`src/rtl/i_mem_loader.sv`:
```
// Host-to-i_mem program loader: packs bytes little-endian into words, writes them sequentially
// and holds the core in reset until done. Define I_MEM_LOADER_VERIFY_EN for XOR read-back check.
module i_mem_loader #(
  parameter int unsigned I_MEM_SIZE = 32'h800,
  parameter logic [31:0] BASE_ADDR  = 32'h0
) (
  input  logic        clock,
  input  logic        rst_n,
  input  logic        start,
  input  logic [9:0]  length_words,
  input  logic        in_valid,
  input  logic [7:0]  in_byte,
  output logic        in_ready,
  output logic [31:0] mem_address,
  output logic [31:0] mem_data,
  output logic        mem_rden,
  output logic        mem_wren,
  input  logic [31:0] mem_q,
  output logic        busy,
  output logic        done,
  output logic        error,
  output logic        core_hold
);

  localparam int unsigned MaxWords = I_MEM_SIZE / 4;

`ifdef I_MEM_LOADER_VERIFY_EN
  typedef enum logic [2:0] {StIdle, StCollect, StWrite, StDone, StVrd, StVcmp} state_e;
`else
  typedef enum logic [1:0] {StIdle, StCollect, StWrite, StDone} state_e;
`endif

  state_e      state_q;
  logic [9:0]  len_q;
  logic [9:0]  word_idx_q;
  logic [1:0]  byte_cnt_q;
  logic [23:0] lanes_q;

  logic       len_zero;
  logic       len_too_big;
  logic [9:0] word_idx_inc;

  assign len_zero     = (length_words == 10'd0);
  assign len_too_big  = (32'(length_words) > MaxWords);
  assign word_idx_inc = word_idx_q + 10'd1;

  function automatic logic [31:0] word_addr(input logic [9:0] idx);
    return BASE_ADDR + {20'd0, idx, 2'b00};
  endfunction

`ifdef I_MEM_LOADER_VERIFY_EN
  logic [9:0]  rd_idx_q;
  logic [31:0] sum_wr_q;
  logic [31:0] sum_rd_q;
  logic        rd_pend_q;
  logic [31:0] sum_rd_final;
  logic [9:0]  rd_idx_inc;

  // The last read's data arrives during VCMP, so fold it in before comparing.
  assign sum_rd_final = sum_rd_q ^ mem_q;
  assign rd_idx_inc   = rd_idx_q + 10'd1;
`else
  logic unused_mem_q;
  assign unused_mem_q = ^mem_q;
  assign mem_rden     = 1'b0;
`endif

  always_ff @(posedge clock or negedge rst_n) begin
    if (!rst_n) begin
      state_q     <= StIdle;
      len_q       <= 10'd0;
      word_idx_q  <= 10'd0;
      byte_cnt_q  <= 2'd0;
      lanes_q     <= 24'd0;
      in_ready    <= 1'b0;
      mem_address <= 32'd0;
      mem_data    <= 32'd0;
      mem_wren    <= 1'b0;
      busy        <= 1'b0;
      done        <= 1'b0;
      error       <= 1'b0;
      core_hold   <= 1'b1;
`ifdef I_MEM_LOADER_VERIFY_EN
      mem_rden    <= 1'b0;
      rd_idx_q    <= 10'd0;
      sum_wr_q    <= 32'd0;
      sum_rd_q    <= 32'd0;
      rd_pend_q   <= 1'b0;
`endif
    end else begin
`ifdef I_MEM_LOADER_VERIFY_EN
      rd_pend_q <= mem_rden;
      if (rd_pend_q) begin
        sum_rd_q <= sum_rd_final;
      end
`endif
      case (state_q)
        StIdle, StDone: begin
          if (start) begin
            len_q      <= length_words;
            word_idx_q <= 10'd0;
            byte_cnt_q <= 2'd0;
            error      <= 1'b0;
            done       <= 1'b0;
            core_hold  <= 1'b1;
`ifdef I_MEM_LOADER_VERIFY_EN
            sum_wr_q   <= 32'd0;
            sum_rd_q   <= 32'd0;
            rd_idx_q   <= 10'd0;
`endif
            if (len_zero) begin
              state_q   <= StDone;
              done      <= 1'b1;
              busy      <= 1'b0;
              core_hold <= 1'b0;
            end else if (len_too_big) begin
              state_q <= StDone;
              error   <= 1'b1;
              done    <= 1'b1;
              busy    <= 1'b0;
            end else begin
              state_q  <= StCollect;
              busy     <= 1'b1;
              in_ready <= 1'b1;
            end
          end
        end

        StCollect: begin
          if (in_valid && in_ready) begin
            if (byte_cnt_q == 2'd3) begin
              state_q     <= StWrite;
              byte_cnt_q  <= 2'd0;
              in_ready    <= 1'b0;
              mem_wren    <= 1'b1;
              mem_address <= word_addr(word_idx_q);
              mem_data    <= {in_byte, lanes_q};
            end else begin
              byte_cnt_q <= byte_cnt_q + 2'd1;
              case (byte_cnt_q)
                2'd0:    lanes_q[7:0]   <= in_byte;
                2'd1:    lanes_q[15:8]  <= in_byte;
                default: lanes_q[23:16] <= in_byte;
              endcase
            end
          end
        end

        StWrite: begin
          mem_wren    <= 1'b0;
          mem_address <= 32'd0;
          mem_data    <= 32'd0;
          word_idx_q  <= word_idx_inc;
`ifdef I_MEM_LOADER_VERIFY_EN
          sum_wr_q    <= sum_wr_q ^ mem_data;
`endif
          if (word_idx_inc < len_q) begin
            state_q  <= StCollect;
            in_ready <= 1'b1;
          end else begin
`ifdef I_MEM_LOADER_VERIFY_EN
            state_q     <= StVrd;
            rd_idx_q    <= 10'd0;
            mem_rden    <= 1'b1;
            mem_address <= word_addr(10'd0);
`else
            state_q   <= StDone;
            busy      <= 1'b0;
            done      <= 1'b1;
            core_hold <= 1'b0;
`endif
          end
        end

`ifdef I_MEM_LOADER_VERIFY_EN
        StVrd: begin
          if (rd_idx_inc < len_q) begin
            rd_idx_q    <= rd_idx_inc;
            mem_address <= word_addr(rd_idx_inc);
          end else begin
            state_q     <= StVcmp;
            mem_rden    <= 1'b0;
            mem_address <= 32'd0;
          end
        end

        StVcmp: begin
          state_q   <= StDone;
          busy      <= 1'b0;
          done      <= 1'b1;
          error     <= (sum_rd_final != sum_wr_q);
          core_hold <= (sum_rd_final != sum_wr_q);
        end
`endif

        default: state_q <= StIdle;
      endcase
    end
  end

endmodule

```
`config.mk`:
```
export PLATFORM = sky130hd
export DESIGN_NAME = i_mem_loader
export DESIGN_NICKNAME = d
export VERILOG_FILES = /design/src/rtl/i_mem_loader.sv
export SDC_FILE = /design/constraint.sdc
export NUM_CORES = 1
export LEC_CHECK = 0
export CAP_MARGIN = 40
export CORE_AREA = 4 4 143 145
export DETAILED_ROUTE_END_ITERATION = 16
export DIE_AREA = 0 0 147 149
export RECOVER_POWER = 100
export SLEW_MARGIN = 15
export SYNTH_ARGS = -nofsm -noshare
export SYNTH_HDL_FRONTEND = slang
export SYNTH_SLANG_ARGS = --single-unit
```
`constraint.sdc`:
```
create_clock -name clock -period 2.73 [get_ports clock]
set_input_delay 0.273 -clock clock [delete_from_list [all_inputs] [get_ports clock]]
set_output_delay 0.273 -clock clock [all_outputs]
set_load 0.005 [all_outputs]
```
==> results of run 1 <==
==> logic make-up (layout without fill, tap and decap cells) <==
kind of cell	after synthesis	in the layout
simple gates	133	133
flops	96	96
compound gates	85	85
buf+inv	59	129
mux	37	37
fa+ha+maj	17	17
xor+xnor	9	9
other cells	1	23
==> power by group <==
| part | leakage, nW | internal [mW] | switching [mW] |
|---|---|---|---|
| Sequential | 1.23 | 1.95 | 0.263 |
| Clock | 0.128 | 0.644 | 0.566 |
| Combinational | 1.46 | 1.03 | 1.12 |
==> area by class of cell <==
| class | instances | area [um2] |
|---|---|---|
| fill | 2004 | 13300 |
| sequential | 96 | 2400 |
| multi-input combinational | 304 | 1940 |
| timing repair buffer | 98 | 893 |
| tap | 265 | 332 |
| clock buffer | 10 | 239 |
| inverter | 16 | 60.1 |
| clock inverter | 5 | 40.0 |
==> worst max-delay path, stage by stage (launching register included) <==
cell and delay [ns]:
dfrtp_1 0.40, ha_2 0.22, nand2_2 0.08, nor2_4 0.12, nand3_2 0.10, xnor2_2 0.16, ha_1 0.29, and4_1 0.22
o311ai_2 0.08, o211ai_2 0.17, a221oi_2 0.30, mux2_1 0.34
==> routing by layer <==
metal	wire (um)	part of all wire [%]	track usage [%]	vias to the layer above
met5	0	0	0	-
met4	165	1.6	2.56	0
met3	625	6.1	3.28	16
met2	4800	47	15.1	94
met1	4650	45	12.4	1520
li1	-	-	-	1619
==> synth_stat cells, types with 2 or more instances <==
| cell | n | area (um2) |
|---|---|---|
| a21o_1 | 3 | 22.5 |
| a21oi_1 | 4 | 20.0 |
| a22oi_1 | 2 | 15.0 |
| a31oi_1 | 2 | 12.5 |
| a32o_1 | 4 | 40.0 |
| buf_2 | 9 | 45.0 |
| buf_4 | 23 | 173 |
| clkbuf_1 | 11 | 41.3 |
| dfrtp_1 | 95 | 2380 |
| ha_1 | 17 | 213 |
| inv_1 | 14 | 52.6 |
| inv_2 | 2 | 7.51 |
| mux2_2 | 35 | 394 |
| nand2_1 | 102 | 383 |
| nand3_1 | 9 | 45.0 |
| nor2_1 | 10 | 37.5 |
| nor3_1 | 4 | 20.0 |
| nor3_2 | 2 | 20.0 |
| o21a_1 | 2 | 15.0 |
| o21ai_0 | 43 | 215 |
| o21ai_1 | 10 | 50.1 |
| o21bai_1 | 2 | 15.0 |
| o41ai_1 | 2 | 17.5 |
| xnor2_1 | 4 | 35.0 |
| xor2_1 | 4 | 35.0 |
==> final timing paths <==
path | depth (start not counted) | end | slack [ns]
min | 2 | mem_address[6] | 0.47
max in group asynchronous | 3 | mem_data[5] | 0.61
min in group asynchronous | 2 | len_q[7] | 0.66
min reg2reg | 2 | mem_address[6] | 0.47
max reg2reg | 11 | in_ready | 0.13
max | 11 | in_ready | 0.13
==> cells in the final DEF, fill, tap and decap left out, types with 6 or more instances in the layout <==
cell	n
inv_1	15
dlygate4sd3_1	49
nor2_1	9
mux2_2	35
buf_4	23
clkbuf_16	9
clkdlybuf4s50_1	20
conb_1	23
o21ai_0	52
nand3_1	6
dfrtp_1	94
nand2_1	100
ha_1	16
==> flip-flops by register name, summed over array words and instances, names as in the netlist, 2 cells and up <==
name,cells
byte_cnt_q,2
mem_address,10
word_idx_q,10
state_q,2
lanes_q,24
mem_data,32
len_q,10
==> timing repair <==
| item | CTS | global route |
|---|---|---|
| cloned | 0 | 0 |
| buffers inserted | 0 | 6 |
| pin swaps | 0 | 10 |
| hold buffers | 1 | 0 |
| gates resized for setup | 1 | 13 |
| endpoints found under the setup margin | 1 | 4 |
| hold endpoints to repair | 39 | 0 |
==> impl_metrics.yaml, run 1 <==
yosys:
  synth_adder_area_share_pct: 4.70
  muxShareOfSynthArea_pct: 9.18
  synth_edf_count: 0
  synth_top_family_by_area: "simple AND/OR/NAND/NOR gates"
  synthCells: 437
  synth_seq_area_share_pct: 53.1
  synth_xor_xnor_area_share_pct: 1.91
  mappedNetlistArea_um2: 4530
  yosys.area_share.simple_pct: 12.1
  ys_warn_count: 0
  ys_ff_latch: 96
  yosysUniqueCellTypes: 47
  syn_avg_cell_area_um2: 10.4
  synth_compound_area_share_pct: 11.8
  synthArstFlopShare_pct: 100
  synthFlopType: "dfrtp_1"
routing:
  initialDrtViolationCount: 143
  routedWlPerCell_um: 12.9
  vias_per_cell: 4.09
  wl_mm: 10.2
  dr.pass1.iters: 4
  detail-route-antenna-nets: 0
  route.detailed.drc: 0
  num_vias: 3249
timing:
  fin_crit_sh_pct: 95.2
  setup_tns_ns: 0
  finClkSkew_ns: 0.00610
  worst_pin_slew_ns: 1.09
  fin_crit_ns: 2.60
  max_slew_margin_pct: 27.1
  max_freq_mhz: 385
  final-setup-viol-count: 0
  setup_ws_ns: 0.131
  hold_violations: 0
  slew_violations: 0
  timing.hold.ws_ns: 0.471
global_route:
  grt_pass1_vias: 3078
  grt_overflow_total: 0
  grt_start_max_net_pins: 87
  antenna_found_initial: 0
  grt_pass1_wl_mm: 16.5
  grtUsageTotal_pct: 9.51
clock_tree:
  cts_max_path_buffers: 2
  cts_buffers: 9
  clk_pin_slew_ns: 0.07
  htreeDepth: 3
  clock_latency_ns: 0.35
  cts_sinks: 96
  cts-root-buf: "clkbuf_16"
  cts_tree: "yes"
job:
  maxCapViolCount: 0
worst_setup_path:
  rr_startpoint: "word_idx_q[1]"
  end_kind: "flip-flop"
  path_max_fanout: 4
  worstSetupStartpointType: "flip-flop"
  cp.arrival_ns: 2.84
  cp_data_required_time_ns: 2.97
  critPathKind: "reg2reg"
  crit_path_start: "word_idx_q[1]"
layout:
  area_growth_pct: 30.6
  fin_nets: 596
  n_antenna_cell: 0
  finish.utilization_pct: 30.8
  stdcell_area_um2: 5910
  stdcell_count: 794
  drive_above_1_share_pct: 18.5
placement:
  dp_cells: 772
  hpwl_mm: 7.37
  place_area_um2: 5550
  portBuffers: 69
  pre_cts_ws_ns: 0.0203
  gp_congestion: 0.782
floorplan:
  die_y_um: 149
  design.die.area_um2: 21900
  rows: 51
  ioPinCount: 125
  coreArea_um2: 19200
  die_w_um: 147
  start_util_pct: 23.6
power:
  power_mw: 5.57
  vdd.ir_drop.worst_v: 0.000514
  cellPowerDensity_nw_per_um2: 942
  power.leakage_nw: 2.82
hold_path:
  holdCritStartpoint: "mem_address[6]"
  hold_path_class: "reg2reg"
outcome:
  outcome: "finished clean"
(Power assumes the default switching activity.)
==> run 2, diff against run 1 <==
--- a/config.mk
+++ b/config.mk
@@ -5,6 +5,7 @@
 export SDC_FILE = /design/constraint.sdc
 export NUM_CORES = 1
 export LEC_CHECK = 0
+export ABC_CLOCK_PERIOD_IN_PS = 2730
 export CAP_MARGIN = 40
 export CORE_AREA = 4 4 143 145
 export DETAILED_ROUTE_END_ITERATION = 16
==> constraint.sdc (replaced) <==
create_clock -name clock -period 2.73 [get_ports clock]
set_input_delay 0.4095 -clock clock [delete_from_list [all_inputs] [get_ports clock]]
set_output_delay 0.4095 -clock clock [all_outputs]
set_load 0.005 [all_outputs]
==> run 2 against run 1 <==
Clock power rose by 6%. Combinational power up 2%. Die area stayed put. Design area rose by 0.61%. First-iteration DRC count is 12% lower. Maximum frequency is 3.1% lower. Via count fell by 1.9%. Critical path depth increased by 1. Total power is 2.1% higher. Sequential power about the same. Worst hold slack worse by 0.15 ns. Clock skew up 0.00095 ns.
==> impl_metrics.yaml, run 2 (synthesis gave the netlist of run 1 again) <==
outcome:
  outcome: "finished clean"
timing:
  grt_setup_unrepaired: "yes"
  slew_violations: 0
  hold_violations: 0
  setup_tns_ns: 0
  max_slew_margin_pct: 17.6
  fin_crit_ns: 2.68
  max_freq_mhz: 373
  final-setup-viol-count: 0
  fin_crit_sh_pct: 98.2
  finClkSkew_ns: 0.00706
  worst_pin_slew_ns: 1.24
layout:
  n_antenna_cell: 0
  drive_above_1_share_pct: 18.6
  largest_register: "mem_data"
  area_growth_pct: 31.4
  stdcell_count: 796
  top_regs: "mem_data: 32 flops, lanes_q: 24 flops"
  layout_commonest_cell: "nand2_1"
  layout_common_cells: "nand2_1, dfrtp_1, o21ai_0, dlygate4sd3_1, mux2_2"
  fin_nets: 597
  largest_reg_flops: 32
  finish.utilization_pct: 31.0
routing:
  dr.pass1.iters: 4
  wl_mm: 10.2
  vias_per_cell: 4.01
  initialDrtViolationCount: 126
  detail-route-antenna-nets: 0
  num_vias: 3188
  route.detailed.drc: 0
  routedWlPerCell_um: 12.8
worst_setup_path:
  path_max_fanout: 4
  critPathKind: "reg2reg"
  worst-path-buf-inv: 2
  end_kind: "flip-flop"
  worst_path_max_delay_cell: "dfrtp_1"
  cp_data_required_time_ns: 2.95
  crit_top_cell: "buf_4"
  cp_top_family: "compound AO/OA/AOI/OAI gates"
  r2r_setup_slack_ns: 0.05
  crit_cells: 12
  rr_startpoint: "word_idx_q[1]"
  timing.rr.end: "in_ready"
  max_stage_delay_ns: 0.42
  worstSetupStartpointType: "flip-flop"
  cp.arrival_ns: 2.90
  ff2ff_path_depth: 12
  worstPathCellList: "ha_2, nand2_2, nor2_4, buf_4, buf_4, xor2_1, ha_1, a211o_1, a21oi_2, o211ai_2, a221oi_2, mux2_1"
clock_tree:
  ctsHoldBuffers: 0
  cts_buffers: 9
  cts_max_path_buffers: 2
  cts_tree: "yes"
  clk_pin_slew_ns: 0.07
  cts-root-buf: "clkbuf_16"
  cts_sinks: 96
  clock_latency_ns: 0.34
  htreeDepth: 3
global_route:
  grt_overflow_total: 0
  grt_start_max_net_pins: 59
  grt_pass1_wl_mm: 16.5
  grtUsageTotal_pct: 9.35
  grt_pass1_vias: 3072
  antenna_found_initial: 0
job:
  maxCapViolCount: 0
placement:
  dp_cells: 773
  portBuffers: 69
  hpwl_mm: 7.25
  gp_congestion: 0.782
power:
  vdd.ir_drop.worst_v: 0.000431
  cellPowerDensity_nw_per_um2: 956
  power_mw: 5.69
  power.leakage_nw: 2.84
floorplan:
  coreArea_um2: 19200
  rows: 51
  die_w_um: 147
  die_y_um: 149
  design.die.area_um2: 21900
  ioPinCount: 125
  start_util_pct: 23.6
hold_path:
  hold_path_class: "in2async"
## run 2: cell type report
class	count	area [um2]
fill	1992	13300
sequential	96	2400
multi-input combinational	304	1950
timing repair buffer	99	897
tap	265	332
clock buffer	10	229
clock inverter	6	76.3
inverter	16	60.1
## run 2: how the worst max path moves through the flow
stage,from,end,slack [ns]
after floorplan,word_idx_q[0],in_ready,0.09
after global placement,word_idx_q[0],in_ready,0.01
after detailed placement,word_idx_q[0],in_ready,-0.003
after CTS,word_idx_q[2],in_ready,0.007
after global routing,word_idx_q[1],in_ready,-0.08
final,word_idx_q[1],in_ready,0.05
## run 2: per-layer routing
| layer | share of wire (%) | vias up | track usage, % |
|---|---|---|---|
| li1 | - | 1616 | - |
| met2 | 48 | 74 | 15.2 |
| met3 | 4.7 | 9 | 2.64 |
| met4 | 0.66 | 0 | 1.82 |
| met1 | 47 | 1489 | 12.6 |
| met5 | 0 | - | 0 |
## run 2: timing repair
action / in CTS / in global routing
pin swaps: 1 / 10
resized for setup: 1 / 12
buffers inserted: 1 / 6
cloned: 0 / 0
endpoints found under the setup margin: 1 / 1
## run 2: power by group
group	internal, mW	total [mW]	switching, mW
Combinational	1.06	2.20	1.14
Sequential	1.95	2.21	0.265
Clock	0.725	1.28	0.554
Total	3.73	5.69	1.96
## run 2: stage by stage
step	hold slack, ns	area (um2)	setup slack [ns]
2_1_floorplan	0.114	4610	0.0890
3_3_place_gp	0.460	5570	0.0116
3_5_place_dp	0.469	5570	-0.00298
4_1_cts	0.121	5890	0.00704
5_1_grt	0.442	5950	-0.0796
6_report	0.325	5950	0.0480
